<file path="config.mk">
export PLATFORM = sky130hd
export DESIGN_NAME = nibble_seq_detector
export DESIGN_NICKNAME = d
export VERILOG_FILES = /design/src/rtl/nibble_seq_detector_pkg.sv /design/src/rtl/nibble_seq_detector_sat_counter.sv /design/src/rtl/nibble_seq_detector.sv
export SDC_FILE = /design/constraint.sdc
export NUM_CORES = 1
export LEC_CHECK = 0
export ABC_AREA = 1
export ABC_CLOCK_PERIOD_IN_PS = 1150
export CAP_MARGIN = 30
export CELL_PAD_IN_SITES_DETAIL_PLACEMENT = 1
export CELL_PAD_IN_SITES_GLOBAL_PLACEMENT = 2
export CORE_ASPECT_RATIO = 1.75
export CORE_MARGIN = 8
export CORE_UTILIZATION = 21
export DETAILED_ROUTE_END_ITERATION = 6
export GPL_ROUTABILITY_DRIVEN = 0
export GPL_TIMING_DRIVEN = 0
export PLACE_DENSITY = 0.76
export SETUP_SLACK_MARGIN = 0.5
export SLEW_MARGIN = 20
export SYNTH_ARGS = -nofsm -noshare
export SYNTH_HDL_FRONTEND = slang
export SYNTH_SLANG_ARGS = --single-unit
</file>
<file path="constraint.sdc">
create_clock -name CLK -period 1.15 [get_ports CLK]
set_input_delay 0.23 -clock CLK [delete_from_list [all_inputs] [get_ports CLK]]
set_output_delay 0.23 -clock CLK [all_outputs]
set_load 0.02 [all_outputs]
</file>
<file path="src/rtl/nibble_seq_detector_pkg.sv">
// Shared definitions for the nibble sequence detector: FSM state encodings
// used by the RTL and the testbench alike.
package nibble_seq_detector_pkg;

  typedef enum logic [1:0] {
    S0 = 2'b00,
    S1 = 2'b01,
    S2 = 2'b10
  } state_t;

endpackage

</file>
<file path="src/rtl/nibble_seq_detector_sat_counter.sv">
// Saturating up-counter with synchronous reset and a clear that overrides increment.
module sat_counter #(
  parameter int unsigned W = 8
) (
  input  logic         CLK,
  input  logic         RST,
  input  logic         clr,
  input  logic         inc,
  output logic [W-1:0] q
);

  always_ff @(posedge CLK) begin
    if (RST) begin
      q <= '0;
    end else if (clr) begin
      q <= '0;
    end else if (inc && (q != '1)) begin
      q <= q + W'(1);
    end
  end

endmodule

</file>
<file path="src/rtl/nibble_seq_detector.sv">
// Detects the nibble pattern P0,P1,P2 in a valid-qualified stream, overlapping
// matches included, with a registered detect pulse and a saturating match count.
module nibble_seq_detector
  import nibble_seq_detector_pkg::*;
#(
  parameter logic [3:0]  P0    = 4'h3,
  parameter logic [3:0]  P1    = 4'h7,
  parameter logic [3:0]  P2    = 4'hB,
  parameter int unsigned CNT_W = 8
) (
  input  logic             CLK,
  input  logic             RST,
  input  logic             din_valid,
  input  logic [3:0]       din,
  input  logic             clr,
  output logic             detect,
  output logic [CNT_W-1:0] match_count,
  output logic [1:0]       state_dbg
);

  // Pattern self-overlap is fixed by the parameters, so fold it into constants.
  localparam bit ALL_EQ   = (P0 == P1) && (P1 == P2);
  localparam bit P2_EQ_P0 = (P2 == P0);
  localparam bit P0_EQ_P1 = (P0 == P1);
  localparam state_t AFTER_MATCH = ALL_EQ ? S2 : (P2_EQ_P0 ? S1 : S0);

  state_t state;
  state_t state_nx;
  logic   match;

  always_ff @(posedge CLK) begin
    if (RST) begin
      state  <= S0;
      detect <= 1'b0;
    end else begin
      state  <= state_nx;
      detect <= match;
    end
  end

  always_comb begin
    state_nx = state;
    if (din_valid) begin
      unique case (state)
        S0: state_nx = (din == P0) ? S1 : S0;
        S1: begin
          if (din == P1)      state_nx = S2;
          else if (din == P0) state_nx = S1;
          else                state_nx = S0;
        end
        S2: begin
          if (din == P2)                 state_nx = AFTER_MATCH;
          else if (P0_EQ_P1 && din == P1) state_nx = S2;
          else if (din == P0)            state_nx = S1;
          else                           state_nx = S0;
        end
        default: state_nx = S0;
      endcase
    end
  end

  always_comb begin
    match = din_valid && (state == S2) && (din == P2);
  end

  assign state_dbg = state;

  sat_counter #(.W(CNT_W)) u_cnt (
    .CLK (CLK),
    .RST (RST),
    .clr (clr),
    .inc (match),
    .q   (match_count)
  );

endmodule

</file>
======== Word level (Yosys, flattened, before mapping) ========
Index checks and enable logic that the tools add are counted.
storage, ports and cells
  bits of input ports ..................... 8
  bits in registers ....................... 11
  output and inout port bits .............. 11
  logic and storage cells ................. 19
operators by class
  add/sub/neg operators ................... 1
  equality and inequality tests ........... 6
  reductions and logical operators ........ 5
  mux-type cells .......................... 4
operators by type and width
  cell                                                                    number
  8-bit by 1-bit adder with 8-bit output (second input constant)          1
  8-bit != test (second input constant)                                   1
  2-bit case mux with 3 select lines                                      1
  4-bit by 2-bit equality test with 1-bit output (second input constant)  1
  4-bit by 3-bit equality test with 1-bit output (second input constant)  1
  4-bit equality test (second input constant)                             1
  2-bit 2-to-1 mux                                                        2
  1-bit logical AND                                                       3
  2-bit by 1-bit equality test with 1-bit output (second input constant)  1
  2-bit equality test (second input constant)                             1
  2-bit zero test                                                         1
  2-bit OR reduction                                                      1
  1-bit 2-to-1 mux                                                        1

======== Longest topological paths before layout ========
Gate-level depths: netlist (run 1).
  word-level depth ........................ 4
  gate-level depth with buffers ........... 8
  depth with buffers taken out ............ 7

======== Modules after synthesis ========
Synthesis (run 1) repeated with hierarchy kept, for this count alone.
second synthesis, totals
  cell total of the unflattened synthesis .. 95
  area, all modules ....................... 610.6 sq um
modules (own cells, without submodules)
  module               instances  cells each  area an instance (sq um)
  sat_counter          1          73          460.4
  nibble_seq_detector  1          22          150.1

======== Worst setup path after synthesis (run 1) ========
OpenSTA, ideal clock, no wires.
  path type ............................... register to register
  start ................................... register u_cnt.q[1]
  end ..................................... register u_cnt.q[5]
  stages on the path, launching flop included .. 8
  required time ........................... 1.080 ns
  buffers on the path ..................... 0
  path slack .............................. -0.246 ns
  clock period less this slack ............ 1.396 ns
  data arrival time ....................... 1.327 ns
  cell sequence ........................... dfxtp_1 -> ha_1 -> inv_2 -> nor2_2 -> nand3_2 -> nand2_4 -> nand2_1 -> a21oi_1
between the ends
  word-level cells in the longest chain between the ends .. 2
  elaborated cells between the ends (all ways) .. 3
  those cells by class .................... 1 x add/sub; 1 x eq/ne; 1 x reduce/logical
RTL lines
  item                                                                                            RTL line                               source
  start: declaration                                                                              nibble_seq_detector_sat_counter.sv:9   output logic [W-1:0] q
  start signal: assignment                                                                        nibble_seq_detector_sat_counter.sv:18  q <= q + W'(1);
  parallel branches: the longest is 2 deep, another holds 8-bit by 1-bit adder with 8-bit output  -
Parallel ways; which one is timed is not known.
A chain may end at the register's enable or synchronous reset.

======== Worst setup path after layout (run 1) ========
  start ................................... register u_cnt.q[0]
  end ..................................... register u_cnt.q[2]
Same word-level chain as after synthesis.

==> results of run 1 <==
worst paths after layout:
kind                            startpoint  slack, ns            to  cells after the start
worst max register to register  u_cnt.q[0]      -0.03    u_cnt.q[2]                      7
worst min-delay path                din[3]       0.37  state_dbg[0]                      4
worst max-delay path            u_cnt.q[0]      -0.03    u_cnt.q[2]                      7
worst min register to register  u_cnt.q[1]       0.52    u_cnt.q[1]                      2
kinds of logic after synthesis:
group           after synthesis
simple gates                 66
buf+inv                      16
compound gates               13
flops                        11
xor+xnor                      1
fa+ha+maj                     1
sequential cells by signal, summed over array words and instances (netlist names):
register	count
detect	1
u_cnt.q	8
state_dbg	2
per-stage QoR:
stage	TNS [ns]	instances	worst slack, ns	cell area, µm²
floorplan	0	108	0.0302	724
global placement	-3.78	169	-0.435	958
detailed placement	-3.97	169	-0.478	958
CTS	-0.136	186	-0.0500	1160
global route	-0.590	189	-0.100	1230
finish	-0.0727	189	-0.0262	1230
worst min-delay path: cells and delay by family:
kind | cells | cell delay, ns
buf+inv | 1 | 0.15
compound gates | 2 | 0.11
simple gates | 1 | 0.08
area by class of cell:
cell class / instances / area (µm²)
fillers: 412 / 1880
well taps: 43 / 53.8
repair buffers: 34 / 333
flip-flops and latches: 11 / 251
clock buffers: 4 / 45.0
inverters: 14 / 52.6
multi-input cells: 81 / 472
plain buffers: 2 / 22.5
layout by cell type, fill, tap and decap left out, types with 2 or more instances in the layout:
cell	instances
clkdlybuf4s15_1	3
nand3_1	6
nand2_4	2
buf_4	9
nor2_1	9
a21oi_1	5
buf_6	20
nor2_2	5
o21ai_2	2
nand2_1	29
nand3_2	3
inv_1	10
clkbuf_8	3
nand2_2	4
nand4_1	3
a21oi_2	3
dfxtp_4	7
inv_2	4
dlygate4sd2_1	2
dfxtp_2	4
nor2_4	3
layer usage:
| layer | up-vias | wire length (µm) |
|---|---|---|
| li1 | 418 | - |
| met5 | - | 0 |
| met4 | 0 | 44 |
| met3 | 4 | 96 |
| met1 | 402 | 864 |
| met2 | 17 | 1430 |
what timing repair did:
action,4_1_cts,5_1_grt
hold buffers,0,0
pin swaps,11,7
hold endpoints to repair,0,0
resized for setup,94,18
endpoints found under the setup margin,22,22
buffers inserted,13,3
report_power, final:
group | internal (µW) | switching (µW)
clock | 244 | 153
sequential | 366 | 1.20
combinational | 29.1 | 34.9
==> flow_summary.toml, run 1 <==
[run_status]
status = "finished with violations"
violations = "negative setup slack"

[layout]
post-route-util_pct = 39.6
diodes = 0
fin_nets = 156
area_delta_synth_final_pct = 81.0
drive_gt1_share_pct = 49.3

[global_route]
antenna_found_initial = 0
grt_pass1_wl_mm = 4.12
first_global_vias = 962
gr-max-usage-layer = "met2"
track_usage_pct = 9.69
grt_overflow = 0
grtUsageMet1_pct = 7.92
grt_use_met2_pct = 19.6
grt_max_degree = 10
met3_usage_pct = 2.68

[worst_setup_path]
crit_arrival_ns = 1.29
path_buf_inv = 2
slowest_stage = "dfxtp_4"
critical_path_class = "reg -> reg"
cp_data_required_time_ns = 1.26
worstPathCellList = "ha_4 > inv_2 > nor2_2 > nand3_2 > buf_4 > nand3_1 > a21oi_1"
worstPathMaxFanout = 4
startpoint_type = "register"
cp_top_family = "flip-flops"
slowest_delay_ns = 0.37
cp-end-kind = "register"

[timing]
max_slew_margin_pct = 81.4
period_share_pct = 102
setup_viol_count_final = 4
worstMarginPinSlew_ns = 0.279
fmax_mhz = 850
hold_viol = 0
min_period_ns = 1.18
finalMaxSlewViolations = 0
hold_ws_ns = 0.373
skew_ns = 0.000789
setup_ws_ns = -0.0262
rsz0062_at_grt = "true"

[power]
power.total_uw = 828
ir_worst_vdd_uv = 671
leakagePower_uw = 0.000486
powerDensity_mw_per_mm2 = 673

[synthesis]
synth-warning-count = 0
synthAdderAreaFrac_pct = 1.84
muxShareOfSynthArea_pct = 0
synth.cell_area_um2 = 679
synth_top_family_by_area = "simple AND/OR/NAND/NOR gates"
ys_top_cells_by_count = "33 x nand2_1, 14 x nor2_1, 13 x inv_1"
synth_xor_area_share_pct = 1.29
synth_compound_area_share_pct = 9.94
ys.flop_type = "dfxtp_1"
synth_cell_types = 21
avgSynthCellArea_um2 = 6.29
synthSimpleGateAreaFrac_pct = 44.0
synth.top_cell.area_share_pct = 32.4
yosysMostFrequentCell = "nand2_1"
async_flop_share_pct = 0
ys_seq_elements = 11
ys_seq_area_share_pct = 32.4
synth_edf_count = 0
syn_nets = 117
postSynthCellCount = 108
synthTopCellsByArea = "dfxtp_1 32%, nand2_1 18%, nor2_1 7.7%"
yosys.area.top_type = "dfxtp_1"

[route]
avgRoutedWirePerCell_um = 12.9
route.detailed.drc = 0
wirelength_mm = 2.43
vias = 841
drt_iter0_drc = 8
drtAntennaViolNets = 0
dr.pass1.iters = 3
via_per_inst = 4.45

[floorplan]
rows = 27
fp.coreArea_mm2 = 0.00311
die_w_um = 59.0
initial_core_util_pct = 21.9
ios = 19
die_area_mm2 = 0.00538
die_h_um = 91.2

[clock_tree]
cts_buffer_depth = 2
tritoncts = "yes"
clk_latency_ns = 0.24
clock_sinks = 11
h-tree-depth = 1
root_buffer = "clkbuf_8"
cts.reportedPaths.clkPinSlew_ns = 0.05
cts_buffers = 3

[run]
drv_cap = 0

[placed_design]
dpl.hpwl_mm = 1.77
portBuffers = 18

[hold_path]
min_path_type = "in -> reg"
No activity file was read; power rests on OpenSTA's default activity.
==> inputs of run 2 (changes only) <==
--- a/config.mk
+++ b/config.mk
@@ -12,11 +12,12 @@
 export CELL_PAD_IN_SITES_GLOBAL_PLACEMENT = 2
 export CORE_ASPECT_RATIO = 1.75
 export CORE_MARGIN = 8
-export CORE_UTILIZATION = 21
+export CORE_UTILIZATION = 22
+export CTS_BUF_LIST = sky130_fd_sc_hd__clkbuf_4
 export DETAILED_ROUTE_END_ITERATION = 6
 export GPL_ROUTABILITY_DRIVEN = 0
 export GPL_TIMING_DRIVEN = 0
-export PLACE_DENSITY = 0.76
+export PLACE_DENSITY = 0.79
 export SETUP_SLACK_MARGIN = 0.5
 export SLEW_MARGIN = 20
 export SYNTH_ARGS = -nofsm -noshare
==> run 2 against run 1 <==
The run still ends with negative setup slack left. Hold slack better by 0.065 ns. Count of clock-buffer cells in the layout unchanged. Utilization up 3.0 points. Total power down 10%. Design area up 1.4%. Largest cell class unchanged. Critical endpoint is now match_count[1]. Register-to-register slack worse by 0.02 ns. Wire length up 7.3%. Clock skew up 0.0084 ns.
==> flow_summary.toml, run 2 (synthesized netlist as in run 1, its figures left out) <==
[worst_setup_path]
worstPathCellList = "buf_4 > buf_6 > buf_6"
cp_data_required_time_ns = 0.92
cp-end-kind = "primary output"
critical_path_class = "reg -> out"
reg2reg_to = "u_cnt.q[7]"
startpoint_type = "register"
r2r.worst_path.cells = 7
worst_path_most_repeated_cell = "buf_6"
r2r_start = "u_cnt.q[0]"
slowest_stage = "dfxtp_4"
slowest_delay_ns = 0.36
rrSetupSlack_ns = -0.05
crit_arrival_ns = 1.01
worstPathMaxFanout = 4

[hold_path]
min_path_type = "in -> reg"
hold_path_depth = 3
hold_end = "state_dbg[0]"
min_from = "din_valid"

[power]
clkPwrFrac_pct = 41.2
p_comb_share_pct = 9.9
powerDensity_mw_per_mm2 = 595
p_int_uw = 556
p_switching_uw = 186
seq_power_share_pct = 49.0
switching_share_pct = 25.1
leakagePower_uw = 0.000533
ir_worst_vdd_uv = 533

[layout]
diodes = 0
largest_reg_flops = 8
layout.cells.non_filler = 180
n_fill_cell = 386
fin_nets = 162
post-route-util_pct = 42.6
drive_gt1_share_pct = 49.3
area_delta_synth_final_pct = 83.6
final_cell_mix = "28 x nand2_1, 19 x buf_6, 15 x buf_4, 11 x nor2_1, 10 x inv_1"
regMostFlops = "u_cnt.q"
final_common_cell = "nand2_1"

[floorplan]
fp.coreArea_mm2 = 0.00293
initial_core_util_pct = 23.2
die_w_um = 58.0
die_area_mm2 = 0.00519
die_h_um = 89.5
rows = 26
ios = 19

[placed_design]
portBuffers = 18
placed_cells = 154
dpl.hpwl_mm = 1.80

[timing]
skew_ns = 0.00917
finalMaxSlewViolations = 0
rsz0062_at_grt = "true"
max_slew_margin_pct = 82.6
hold_viol = 0
fmax_mhz = 807
setup_viol_count_final = 9
worstMarginPinSlew_ns = 0.260
min_period_ns = 1.24
period_share_pct = 108
setup_ws_ns = -0.0887

[clock_tree]
clock_sinks = 11
clk_latency_ns = 0.29
h-tree-depth = 1
cts_buffers = 3
cts.reportedPaths.clkPinSlew_ns = 0.08
tritoncts = "yes"
cts_buffer_depth = 2
root_buffer = "clkbuf_4"

[route]
vias = 838
wirelength_mm = 2.61
drt_iter0_drc = 5
route.detailed.drc = 0
dr.pass1.iters = 2
avgRoutedWirePerCell_um = 14.5
via_per_inst = 4.66
drtAntennaViolNets = 0

[run_status]
status = "finished with violations"
violations = "negative setup slack"

[run]
drv_cap = 0

[global_route]
grt_overflow = 0
track_usage_pct = 11.3
grt_max_degree = 10
grt_pass1_wl_mm = 4.40
first_global_vias = 972
antenna_found_initial = 0
-- run 2: changes by cell type in the layout (fill, tap and decap cells not counted), sizes merged --
cell,before,now
clkdlybuf4s50,1,2
buf,29,35
clkbuf,5,4
clkdlybuf4s15,3,1
dlygate4sd2,2,4
-- run 2: power by group through the flow --
stage | clock network (µW) | logic (µW) | registers, µW
6_report | 306 | 73.1 | 363
5_1_grt | 320 | 81.0 | 363
4_1_cts | 308 | 68.8 | 368
3_5_place_dp | 0 | 53.1 | 382
3_3_place_gp | 0 | 51.6 | 382
2_1_floorplan | 0 | 16.4 | 382
-- run 2: cell type report --
type / instances / area, µm² / area share (%)
buffer: 2 / 22.5 / 1.81
clock buffer: 4 / 30.0 / 2.41
multi-input combinational: 81 / 479 / 38.4
sequential: 11 / 254 / 20.4
timing repair buffer: 40 / 374 / 30.0
inverter: 14 / 52.6 / 4.21
tap: 28 / 35.0 / 2.81
-- run 2: worst max-delay path by stage --
| stage | slack, ns | to | cells after the start | from |
|---|---|---|---|---|
| 3_5_place_dp | -0.52 | u_cnt.q[7] | 7 | din[3] |
| 2_1_floorplan | 0.03 | u_cnt.q[4] | 7 | u_cnt.q[1] |
| 6_report | -0.09 | match_count[1] | 3 | u_cnt.q[1] |
| 4_1_cts | -0.08 | u_cnt.q[3] | 7 | u_cnt.q[0] |
| 5_1_grt | -0.14 | u_cnt.q[2] | 7 | u_cnt.q[0] |
| 3_3_place_gp | -0.44 | u_cnt.q[5] | 7 | din[3] |
-- run 2: critical path: cells and delay by family, from the launching register on --
family | cells | cell delay [ns]
buffers and inverters | 3 | 0.35
flip-flops | 1 | 0.36
-- run 2: what timing repair did --
action                                 CTS  global route
pin swaps                               12             4
buffers inserted                        17             4
setup endpoints to repair               22            22
endpoints found under the hold margin    0             0
hold buffers                             0             0
gates cloned                             0             1
gates resized for setup                 93            13
-- run 2: routing by layer --
metal	wire length, µm	GRT usage (%)
met5	0	0
met4	82	7.40
met3	98	3.31
met2	1500	21.8
met1	924	9.52
-- run 2: through the flow --
stage	cell area (µm²)	hold slack [ns]	worst slack [ns]	TNS, ns	total power, µW
floorplan	724	0.289	0.0302	0	399
global placement	940	0.474	-0.439	-3.82	433
detailed placement	940	0.492	-0.518	-4.17	435
CTS	1170	0.432	-0.0753	-0.402	745
global route	1250	0.461	-0.140	-1.10	765
finish	1250	0.438	-0.0887	-0.410	742
==> inputs of run 3 (changes only) <==
--- a/config.mk
+++ b/config.mk
@@ -16,7 +16,6 @@
 export CTS_BUF_LIST = sky130_fd_sc_hd__clkbuf_4
 export DETAILED_ROUTE_END_ITERATION = 6
 export GPL_ROUTABILITY_DRIVEN = 0
-export GPL_TIMING_DRIVEN = 0
 export PLACE_DENSITY = 0.79
 export SETUP_SLACK_MARGIN = 0.5
 export SLEW_MARGIN = 20
==> run 3 against run 2 <==
The flow still finishes with violations (negative setup slack). Register-to-register slack worse by 0.03 ns. Utilization is 2.0 points higher. Count of clock-buffer cells in the layout stayed put. Combinational power is 9.6% higher. Wire length is 2.2% higher. Critical path depth is 4 higher. Clock power is 3% lower. Sequential cell count stayed put. Hold slack better by 0.027 ns. Cell count is 6.1% higher. Via count is 4.1% higher. Largest cell class is now non-clock buffers. Highest routed layer unchanged.
==> flow_summary.toml, run 3 (synthesized netlist as in run 1, its figures left out) <==
[timing]
finalMaxSlewViolations = 0
skew_ns = 0.00514
hold_ws_ns = 0.465
min_period_ns = 1.23
period_share_pct = 107
hold_viol = 0
setup_ws_ns = -0.0761
rsz0062_at_grt = "true"
fmax_mhz = 816
worstMarginPinSlew_ns = 0.262
setup_viol_count_final = 8
finalSetupTns_ns = -0.449
max_slew_margin_pct = 82.5

[global_route]
grt_pass1_wl_mm = 4.35
first_global_vias = 1037
track_usage_pct = 10.7
grt_max_degree = 9
grt_overflow = 0
antenna_found_initial = 0

[worst_setup_path]
worstPathCellList = "ha_4 > inv_2 > nor2_2 > nand3_2 > buf_4 > nand3_1 > a21oi_1"
worstPathMaxFanout = 4
slowest_stage = "dfxtp_4"
startpoint_type = "register"
cp-end-kind = "register"
critical_path_class = "reg -> reg"
slowest_delay_ns = 0.37
crit_arrival_ns = 1.37
cp_top_family = "flip-flops"
cp_data_required_time_ns = 1.30
path_buf_inv = 2

[clock_tree]
root_buffer = "clkbuf_4"
clock_sinks = 11
cts_buffer_depth = 2
cts_buffers = 3
h-tree-depth = 1
cts.reportedPaths.clkPinSlew_ns = 0.08
tritoncts = "yes"
clk_latency_ns = 0.27

[layout]
post-route-util_pct = 44.6
drive_gt1_share_pct = 51.5
layout.cells.non_filler = 191
area_delta_synth_final_pct = 92.3
final_cell_mix = "29 x buf_4, 28 x nand2_1, 17 x buf_6, 11 x nor2_1, 11 x inv_1"
largest_reg_flops = 8
multi_input_area_um2 = 462
n_fill_cell = 366
fin_nets = 173
regArea_um2 = 251
final_common_cell = "buf_4"
diodes = 0
regMostFlops = "u_cnt.q"

[run_status]
status = "finished with violations"
violations = "negative setup slack"

[power]
seq_power_share_pct = 49.3
switching_share_pct = 23.9
powerDensity_mw_per_mm2 = 568
p_switching_uw = 177
p_int_uw = 564
ir_worst_vdd_uv = 328
clkPwrFrac_pct = 39.9
leakagePower_uw = 0.000571
p_comb_share_pct = 10.8

[floorplan]
die_w_um = 58.0
die_area_mm2 = 0.00519
initial_core_util_pct = 23.2
ios = 19
die_h_um = 89.5
rows = 26
fp.coreArea_mm2 = 0.00293

[route]
drtAntennaViolNets = 0
vias = 872
drt_iter0_drc = 17
route.detailed.drc = 0
via_per_inst = 4.57
dr.pass1.iters = 4
wirelength_mm = 2.67
avgRoutedWirePerCell_um = 14.0

[placed_design]
dpl.hpwl_mm = 1.96
placed_cells = 173
portBuffers = 18
pre_cts_slack_ns = -0.415

[run]
drv_cap = 0

[hold_path]
min_path_type = "in -> reg"
==> run 3: worst register-to-register path, cell delays in order, from the launching register on <==
cell and delay (ns):
dfxtp_4 0.37, ha_4 0.16, inv_2 0.04, nor2_2 0.10, nand3_2 0.13, buf_4 0.16, nand3_1 0.07, a21oi_1 0.07
==> run 3: per-layer routing <==
metal	wire length (µm)	up-vias	GRT usage, %
li1	-	450	-
met1	919	405	8.27
met2	1610	15	23.4
met3	114	2	2.45
met4	21	0	4.71
met5	0	-	0
==> run 3: metrics by stage <==
stage,cell area [µm²],power (µW)
finish,1310,741
global route,1310,780
CTS,1220,757
detailed placement,1070,449
global placement,1070,446
floorplan,724,399
==> run 3: repair_timing <==
| action | 4_1_cts | 5_1_grt |
|---|---|---|
| hold buffers | 0 | 0 |
| resized for setup | 84 | 18 |
| endpoints found under the setup margin | 22 | 22 |
| pin swaps | 12 | 6 |
| setup buffers | 11 | 3 |
==> run 3: worst paths after layout <==
kind / cells past startpoint / endpoint / slack [ns] / from
worst max-delay path: 7 / u_cnt.q[2] / -0.08 / u_cnt.q[1]
worst min-delay path: 4 / state_dbg[0] / 0.46 / din[3]
worst max register to register: 7 / u_cnt.q[2] / -0.08 / u_cnt.q[1]
worst min register to register: 2 / state_dbg[0] / 0.53 / state_dbg[0]
==> run 3: power by group through the flow <==
stage	Sequential (µW)	Combinational [µW]	Clock [µW]
3_3_place_gp	382	64.7	0
3_5_place_dp	382	67.2	0
5_1_grt	366	85.3	329
6_report	366	80.1	296
2_1_floorplan	382	16.4	0
4_1_cts	373	73.6	311
==> run 3: area by class of cell <==
type,instances,area share [%]
inverters,14,4.02
clock buffers,4,2.30
repair buffers,53,36.4
flip-flops and latches,11,19.3
multi-input cells,81,35.3
well taps,28,2.68
